**config.mk**
```make
export PLATFORM = sky130hd
export DESIGN_NAME = booth_seq_mult
export DESIGN_NICKNAME = d
export VERILOG_FILES = /design/src/rtl/booth_pkg.sv /design/src/rtl/booth_step.sv /design/src/rtl/booth_seq_mult.sv
export SDC_FILE = /design/constraint.sdc
export NUM_CORES = 1
export LEC_CHECK = 0
export CORE_MARGIN = 10
export CORE_UTILIZATION = 30
export DETAILED_ROUTE_END_ITERATION = 8
export SLEW_MARGIN = 10
export SYNTH_ARGS = -nofsm -noshare
export SYNTH_HDL_FRONTEND = slang
export SYNTH_HIERARCHICAL = 1
export SYNTH_SLANG_ARGS = --single-unit
```
**constraint.sdc**
```tcl
create_clock -name clk -period 4.3 [get_ports clk]
set_clock_uncertainty 0.05 [all_clocks]
set_input_delay 1.075 -clock clk [delete_from_list [all_inputs] [get_ports clk]]
set_output_delay 1.075 -clock clk [all_outputs]
set_load 0.005 [all_outputs]
```
**src/rtl/booth_pkg.sv**
```systemverilog
// Shared types and constants for the radix-2 Booth sequential multiplier.
package booth_pkg;

  localparam int N_DEFAULT = 8;

  typedef enum logic [1:0] {
    IDLE = 2'b00,
    CALC = 2'b01,
    DONE = 2'b10
  } state_t;

  // Booth codes on {Q[0], q_{-1}}
  localparam logic [1:0] BOOTH_ADD = 2'b01;
  localparam logic [1:0] BOOTH_SUB = 2'b10;

endpackage

```
**src/rtl/booth_step.sv**
```systemverilog
// One radix-2 Booth iteration: conditional add/subtract of M into A, then an
// arithmetic right shift of {A, Q, q_{-1}}.
module booth_step
  import booth_pkg::*;
#(
  parameter int N = N_DEFAULT
) (
  input  logic [N:0]   a_i,
  input  logic [N-1:0] q_i,
  input  logic         qm1_i,
  input  logic [N-1:0] m_i,
  output logic [N:0]   a_o,
  output logic [N-1:0] q_o,
  output logic         qm1_o
);

  logic [N:0] m_ext_s;
  logic [N:0] sum_s;

  assign m_ext_s = {m_i[N-1], m_i};

  // Select add, subtract or pass-through from the scanned bit pair.
  always_comb begin
    sum_s = a_i;
    case ({q_i[0], qm1_i})
      BOOTH_ADD: sum_s = a_i + m_ext_s;
      BOOTH_SUB: sum_s = a_i - m_ext_s;
      default:   sum_s = a_i;
    endcase
  end

  assign a_o   = {sum_s[N], sum_s[N:1]};
  assign q_o   = {sum_s[0], q_i[N-1:1]};
  assign qm1_o = q_i[0];

endmodule

```
**src/rtl/booth_seq_mult.sv**
```systemverilog
// Sequential signed multiplier: one Booth step per CALC cycle, N steps per
// product, result registered on entry to DONE and held until the next one.
module booth_seq_mult
  import booth_pkg::*;
#(
  parameter int N     = N_DEFAULT,
  parameter int WIDTH = 2*N
) (
  input  logic                    clk,
  input  logic                    rst,
  input  logic                    start,
  input  logic signed [N-1:0]     multiplicand,
  input  logic signed [N-1:0]     multiplier,
  output logic                    busy,
  output logic                    done,
  output logic signed [WIDTH-1:0] product
);

  localparam int CW = $clog2(N + 1);

  state_t         state_q, state_d;
  logic [CW-1:0]  cnt_q, cnt_d;
  logic [N:0]     a_q, a_d;
  logic [N-1:0]   q_q, q_d;
  logic [N-1:0]   m_q, m_d;
  logic           qm1_q, qm1_d;
  logic [WIDTH-1:0] product_q, product_d;

  logic [N:0]     a_s;
  logic [N-1:0]   q_s;
  logic           qm1_s;
  logic signed [2*N:0] full_s;

  booth_step #(.N(N)) u_step (
    .a_i   (a_q),
    .q_i   (q_q),
    .qm1_i (qm1_q),
    .m_i   (m_q),
    .a_o   (a_s),
    .q_o   (q_s),
    .qm1_o (qm1_s)
  );

  // A carries the guard bit, so {A, Q} is the exact product before resizing.
  assign full_s = {a_s, q_s};

  // Next-state, datapath capture and product load.
  always_comb begin
    state_d   = state_q;
    cnt_d     = cnt_q;
    a_d       = a_q;
    q_d       = q_q;
    m_d       = m_q;
    qm1_d     = qm1_q;
    product_d = product_q;
    case (state_q)
      IDLE, DONE: begin
        if (start) begin
          m_d     = multiplicand;
          q_d     = multiplier;
          a_d     = '0;
          qm1_d   = 1'b0;
          cnt_d   = CW'(N);
          state_d = CALC;
        end else begin
          state_d = IDLE;
        end
      end
      CALC: begin
        a_d   = a_s;
        q_d   = q_s;
        qm1_d = qm1_s;
        cnt_d = cnt_q - CW'(1);
        if (cnt_q == CW'(1)) begin
          state_d   = DONE;
          product_d = WIDTH'(full_s);
        end else begin
          state_d = CALC;
        end
      end
      default: state_d = IDLE;
    endcase
  end

  // State and datapath registers.
  always_ff @(posedge clk or posedge rst) begin
    if (rst) begin
      state_q   <= IDLE;
      cnt_q     <= '0;
      a_q       <= '0;
      q_q       <= '0;
      m_q       <= '0;
      qm1_q     <= 1'b0;
      product_q <= '0;
    end else begin
      state_q   <= state_d;
      cnt_q     <= cnt_d;
      a_q       <= a_d;
      q_q       <= q_d;
      m_q       <= m_d;
      qm1_q     <= qm1_d;
      product_q <= product_d;
    end
  end

  assign busy    = (state_q == CALC);
  assign done    = (state_q == DONE);
  assign product = product_q;

endmodule

```
==> run summary, run 1 <==
outcome = finished clean
vias per cell = 4.95
Yosys reg bits = 48
Tcrit/Tclk final = 0.752
remaining antenna violation count after routing = 0
Hold Crit Class = flop to flop
R2R depth = 11
design area = 0.00314 mm^2
initial core utilization = 0.307
Syn Inst Count = 259
clock power share = 0.091
Reg clk slew, reported paths = 0.08 ns
RSZ-0062 raised after global routing = no
setup TNS = 0 ns
Critical Path RT = 3.17 ns
FP Rows = 34
total power draw = 3.07 mW
Post-Syn Area = 0.00268 mm^2
ANT cells = 0
Root Buffer = clkbuf_8
hold buffers post-CTS = 0
share of layout cells above drive strength 1 = 0.117
R2R Setup Slk = 1.48 ns
post-synthesis sequential area ratio = 0.449
Layout area overhead = 17.3%
Final HPWL DP = 4.18 mm
I/O Pins = 37
R2R Path Start = qm1_q
Tmin final = 3.23 ns
asr flop ratio synth = 1.00
drt initial violations = 86
Max H-tree Level = 2
worst hold slack = 0.458 ns
# resized after CTS = 0
gr ovfl total = 0
Leakage = 1.43 nW
I/O Buffers = 36
Setup Slack @ Placement = 1.42 ns
largest net degree at the start of global routing = 49
EDFF count, synth = 0
DIE AREA = 0.0131 mm^2
Slew Limit Headroom = 0.330
crit path launch = state_q[1]
Finished Layout Cells = 391
part of the power in registers = 0.279
Reg-to-Reg End = product[14]
dpl cells = 383
number of buffers created by CTS = 5
Arrival @ worst endpoint = 2.11 ns
DIE HEIGHT = 114 um
internal power = 1.75 mW
peak fanout along the critical path = 24
setup violators final = 0
post-synth cell types = 47
post-synthesis mux area share = 0.0953
Power Dens Cells = 977 mW/mm^2
CTS tree = done
Avg WL per Cell = 14.8 um
post-synthesis simple-gate area fraction = 0.167
Adder-Cell Fraction of Synth Area = 0.0636
first-pass GRT wire length = 9.78 mm
Max Slew Vio Count = 0
drt drc = 0
CTS Buffer Depth = 2
WS Path Type = flop to output pin
width of the die = 114 um
main flop type after synthesis = dfrtp_1
placed cell area = 0.00305 mm^2
peak supply drop = 379 uV
fmax = 0.309 GHz
1st-pass router iterations = 4
max cap viols = 0
main combinational cell family by area after synthesis = simple AND/OR/NAND/NOR gates
Critical Path Sink = busy
gp weighted congestion = 0.793
Core Region = 0.00872 mm^2
GRT Overall Usage = 0.0897
initial antenna violation count = 0
Synth Area in Compound Gates = 0.123
Net Sw Frac = 0.430
clk_lat worst skew = 0.30 ns
Hold Violations, Final = 0
total number of vias = 1936
number of global-route vias before repair = 1974
Synth Warn # = 6
Post-Synth XOR/XNOR Area = 0.0360
post-layout net count = 314
Finished Core Util = 0.360
clk sinks = 48
Comb power frac = 0.630
Switch Pwr = 1.32 mW
postcts setup bufs = 0
final wirelength = 5.80 mm
post-synthesis net count = 291
worst-margin pin slew = 1.00 ns
Hold Startpoint = product[9]
setup ws final = 1.07 ns
Synth Area per Inst = 10.3 um^2
crit path capture type = output pin
Critical Path Start Type = flop
-- cells in the final DEF (no fill, tap or decap), types with 2 or more instances in the layout --
cell type and n:
nor2b_1 2, nor2_1 12, or3_1 2, o21ai_0 5, a211oi_1 2, clkbuf_1 2
clkdlybuf4s50_1 36, nor3_1 7, mux2_2 8, xnor2_1 8, nor3b_1 3, a22o_1 10
clkbuf_8 6, dfrtp_1 48, nand3_1 12, nand2_1 40, mux2_4 9, nand2b_1 3
inv_1 11, a21oi_1 5, xor2_1 3, o211ai_1 2, ha_1 12, nor4_1 2
mux2i_1 3, inv_2 2, a22oi_1 8
-- cells in the mapped netlist, types with 2 or more instances --
cell type / number / area share
ha_1: 12 / 0.056
buf_4: 9 / 0.025
o211ai_1: 2 / 0.0056
a21oi_1: 5 / 0.0093
buf_2: 8 / 0.015
inv_1: 12 / 0.017
a211oi_1: 2 / 0.0056
xor2_1: 3 / 0.0098
mux2_2: 8 / 0.034
mux2_4: 9 / 0.050
xnor2_1: 8 / 0.026
nor2b_1: 2 / 0.0047
clkbuf_1: 3 / 0.0042
nand2_1: 40 / 0.056
or3_1: 2 / 0.0047
nor4_1: 2 / 0.0047
a22oi_1: 8 / 0.022
nor2_1: 12 / 0.017
o21ai_0: 5 / 0.0093
nand3_1: 12 / 0.022
a22o_1: 10 / 0.033
nor3_1: 7 / 0.013
nand2b_1: 3 / 0.0070
nor3b_1: 3 / 0.0084
mux2i_1: 3 / 0.011
dfrtp_1: 48 / 0.45
-- registers in the layout, indices dropped and copies added, names as in the netlist --
signal and cells:
q_q 8, state_q 2, qm1_q 1, cnt_q 4, m_q 8, product 16
a_q 9
-- critical path, cell delays in order, from the launching register on --
cell and delay, ns:
dfrtp_1 0.38, nand2b_1 0.35, inv_2 0.47, clkdlybuf4s50_1 0.61
-- final cells by class --
class                      instances  area, um^2
clock buffer                       8        90.1
sequential                        48        1200
tap                              108         135
inverter                          13        48.8
fill                             858        5580
timing repair buffer              37         368
multi-input combinational        177        1300
-- power groups by stage --
stage	Clock [mW]	Sequential, mW	Combinational, mW
global route	0.304	0.892	2.16
global placement	0	0.861	1.91
finish	0.279	0.855	1.93
CTS	0.287	0.858	1.95
floorplan	0	0.816	1.56
detailed placement	0	0.863	1.94
-- worst min-delay path by stage --
stage,to,slack (ns),cells after the start
after global routing,product[14],0.49,1
after floorplan,a_q[0],0.42,1
after detailed placement,qm1_q,0.44,1
after CTS,qm1_q,0.46,1
final,product[9],0.46,1
after global placement,a_q[0],0.44,1
-- cells by family (layout without fill, tap and decap cells) --
logic type	after synthesis	count (layout)
AO/OA/AOI/OAI	43	43
XOR/XNOR	11	11
adder cells (fa/ha/maj)	13	13
buffers and inverters	34	58
flip-flops	48	48
multiplexers	20	20
AND/OR/NAND/NOR	90	90
-- metal layers --
metal,vias up,part of all wire,global-route usage
met5,-,0,0
met4,0,0.015,0.0234
met3,10,0.053,0.0299
met2,41,0.47,0.140
met1,947,0.46,0.116
li1,938,-,-
(Power assumes the default switching activity.)
==> inputs of run 2 (changes only) <==
- clock period: 4.3 -> 3.3 ns (I/O delays scaled with it)
==> run summary, run 2 (same netlist as run 1, synthesis figures left out) <==
outcome = finished clean
drt drc = 0 (unchanged)
worst-margin pin slew = 0.848 ns (-0.155 ns)
WS Path Type = flop to flop
Root Buffer = clkbuf_8
FP Rows = 34 (unchanged)
Arrival @ worst endpoint = 2.95 ns (+0.84 ns)
dpl cells = 387 (+1.0%)
fmax = 0.355 GHz
remaining antenna violation count after routing = 0 (unchanged)
final wirelength = 5.80 mm (about the same)
WL met2 = 2.89 mm (+6.1%)
Tcrit/Tclk final = 0.852
I/O Pins = 37 (unchanged)
Tmin final = 2.81 ns
RSZ-0062 raised after global routing = no
total number of vias = 1926 (-0.52%)
largest net degree at the start of global routing = 31 (-37%)
share of layout cells above drive strength 1 = 0.136 (+0.0193)
gp weighted congestion = 0.821 (+3.5%)
total power draw = 3.99 mW (+30%)
max cap viols = 0 (unchanged)
max layer used = met4
commonest cells after routing, fill and taps aside = 48 x dfrtp_1, 40 x nand2_1, 36 x clkdlybuf4s50_1
Core Region = 0.00872 mm^2 (unchanged)
setup TNS = 0 ns (unchanged)
number of global-route vias before repair = 1972 (-0.10%)
initial antenna violation count = 0 (unchanged)
placed cell area = 0.00308 mm^2 (+0.98%)
I/O Buffers = 36 (unchanged)
# resized after CTS = 0 (unchanged)
Power Dens Cells = 1260 mW/mm^2 (+29%)
Final HPWL DP = 4.30 mm (+2.7%)
number of buffers created by CTS = 5 (unchanged)
crit path capture type = flop
ANT cells = 0 (unchanged)
Slew Limit Headroom = 0.433 (+0.102)
Avg WL per Cell = 14.7 um (-0.96%)
Critical Path Start Type = flop
drt initial violations = 84 (-2.3%)
postcts setup bufs = 0 (unchanged)
Hold Violations, Final = 0 (unchanged)
Leakage = 1.46 nW (+1.7%)
Reg clk slew, reported paths = 0.09 ns (about the same)
peak fanout along the critical path = 8 (-67%)
Layout area overhead = 18.5%
Max H-tree Level = 2 (unchanged)
leading cell type in the layout, fill and taps excluded = dfrtp_1
setup violators final = 0 (unchanged)
gr ovfl total = 0 (unchanged)
peak supply drop = 473 uV (+25%)
hold buffers post-CTS = 0 (unchanged)
post-layout net count = 318 (+1.3%)
CTS tree = done
Hold Crit Class = flop to flop
width of the die = 114 um (unchanged)
Hold Startpoint = qm1_q
clk sinks = 48 (unchanged)
DIE HEIGHT = 114 um (unchanged)
CTS Buffer Depth = 2 (unchanged)
max reg flops = 16 (unchanged)
R2R Path Start = qm1_q
Routed met1 length = 2.63 mm (-1.8%)
met3 WL = 240 um (-22%)
1st-pass router iterations = 5 (+1)
R2R Setup Slk = 0.49 ns (-0.99 ns)
crit path launch = qm1_q
Critical Path RT = 3.44 ns (+0.27 ns)
initial core utilization = 0.307 (unchanged)
vias per cell = 4.88 (-1.5%)
GRT Overall Usage = 0.0936 (+0.00394)
DIE AREA = 0.0131 mm^2 (unchanged)
design area = 0.00317 mm^2 (+1.0%)
Finished Layout Cells = 395 (+1.0%)
clk_lat worst skew = 0.30 ns (about the same)
first-pass GRT wire length = 10.2 mm (+4.0%)
Max Slew Vio Count = 0 (unchanged)
-- run 2: cell count changes in the layout (fill, tap and decap cells not counted) --
cell and delta:
buf_4 +4, clkinv_2 +2, clkbuf_1 -2
-- run 2: metrics by stage --
| step | util | setup WS (ns) | hold WS [ns] |
|---|---|---|---|
| after global routing | 0.364 | 0.217 | 0.475 |
| after CTS | 0.364 | 0.516 | 0.462 |
| after floorplan | - | 0.727 | 0.416 |
| final | 0.364 | 0.487 | 0.462 |
| after global placement | 0.353 | 0.578 | 0.435 |
| after detailed placement | 0.353 | 0.543 | 0.437 |
-- run 2: cell type report --
type	count	area (um^2)
multi-input cells	177	1300
clock buffers	6	82.6
fillers	876	5550
inverters	13	48.8
repair buffers	41	398
clock inverters	2	10.0
well taps	108	135
flip-flops and latches	48	1200
-- run 2: per-layer routing --
layer,GRT usage,up-vias
li1,-,945
met1,0.118,940
met2,0.154,36
met3,0.0278,5
met4,0.0201,0
met5,0,-
-- run 2: final timing paths --
| check | endpoint | depth (start not counted) |
|---|---|---|
| min in group asynchronous | a_q[1] | 2 |
| worst max-delay path | product[15] | 10 |
| worst min register to register | qm1_q | 1 |
| worst min-delay path | qm1_q | 1 |
| max in group asynchronous | m_q[0] | 3 |
| worst max register to register | product[15] | 10 |
-- run 2: critical path, stage by stage, from the launching register on --
cell and delay [ns]:
dfrtp_1 0.38, inv_1 0.06, ha_1 0.32, mux2i_1 0.18, fa_1 0.46, a21oi_1 0.28, o2111ai_1 0.19, nand3_1 0.11
nor3b_1 0.25, xor2_1 0.14, mux2_2 0.27
-- run 2: where the power goes --
| group | switching, mW | total [mW] | internal [mW] |
|---|---|---|---|
| combinational | 1.26 | 2.51 | 1.25 |
| clock | 0.199 | 0.367 | 0.168 |
| sequential | 0.233 | 1.11 | 0.876 |
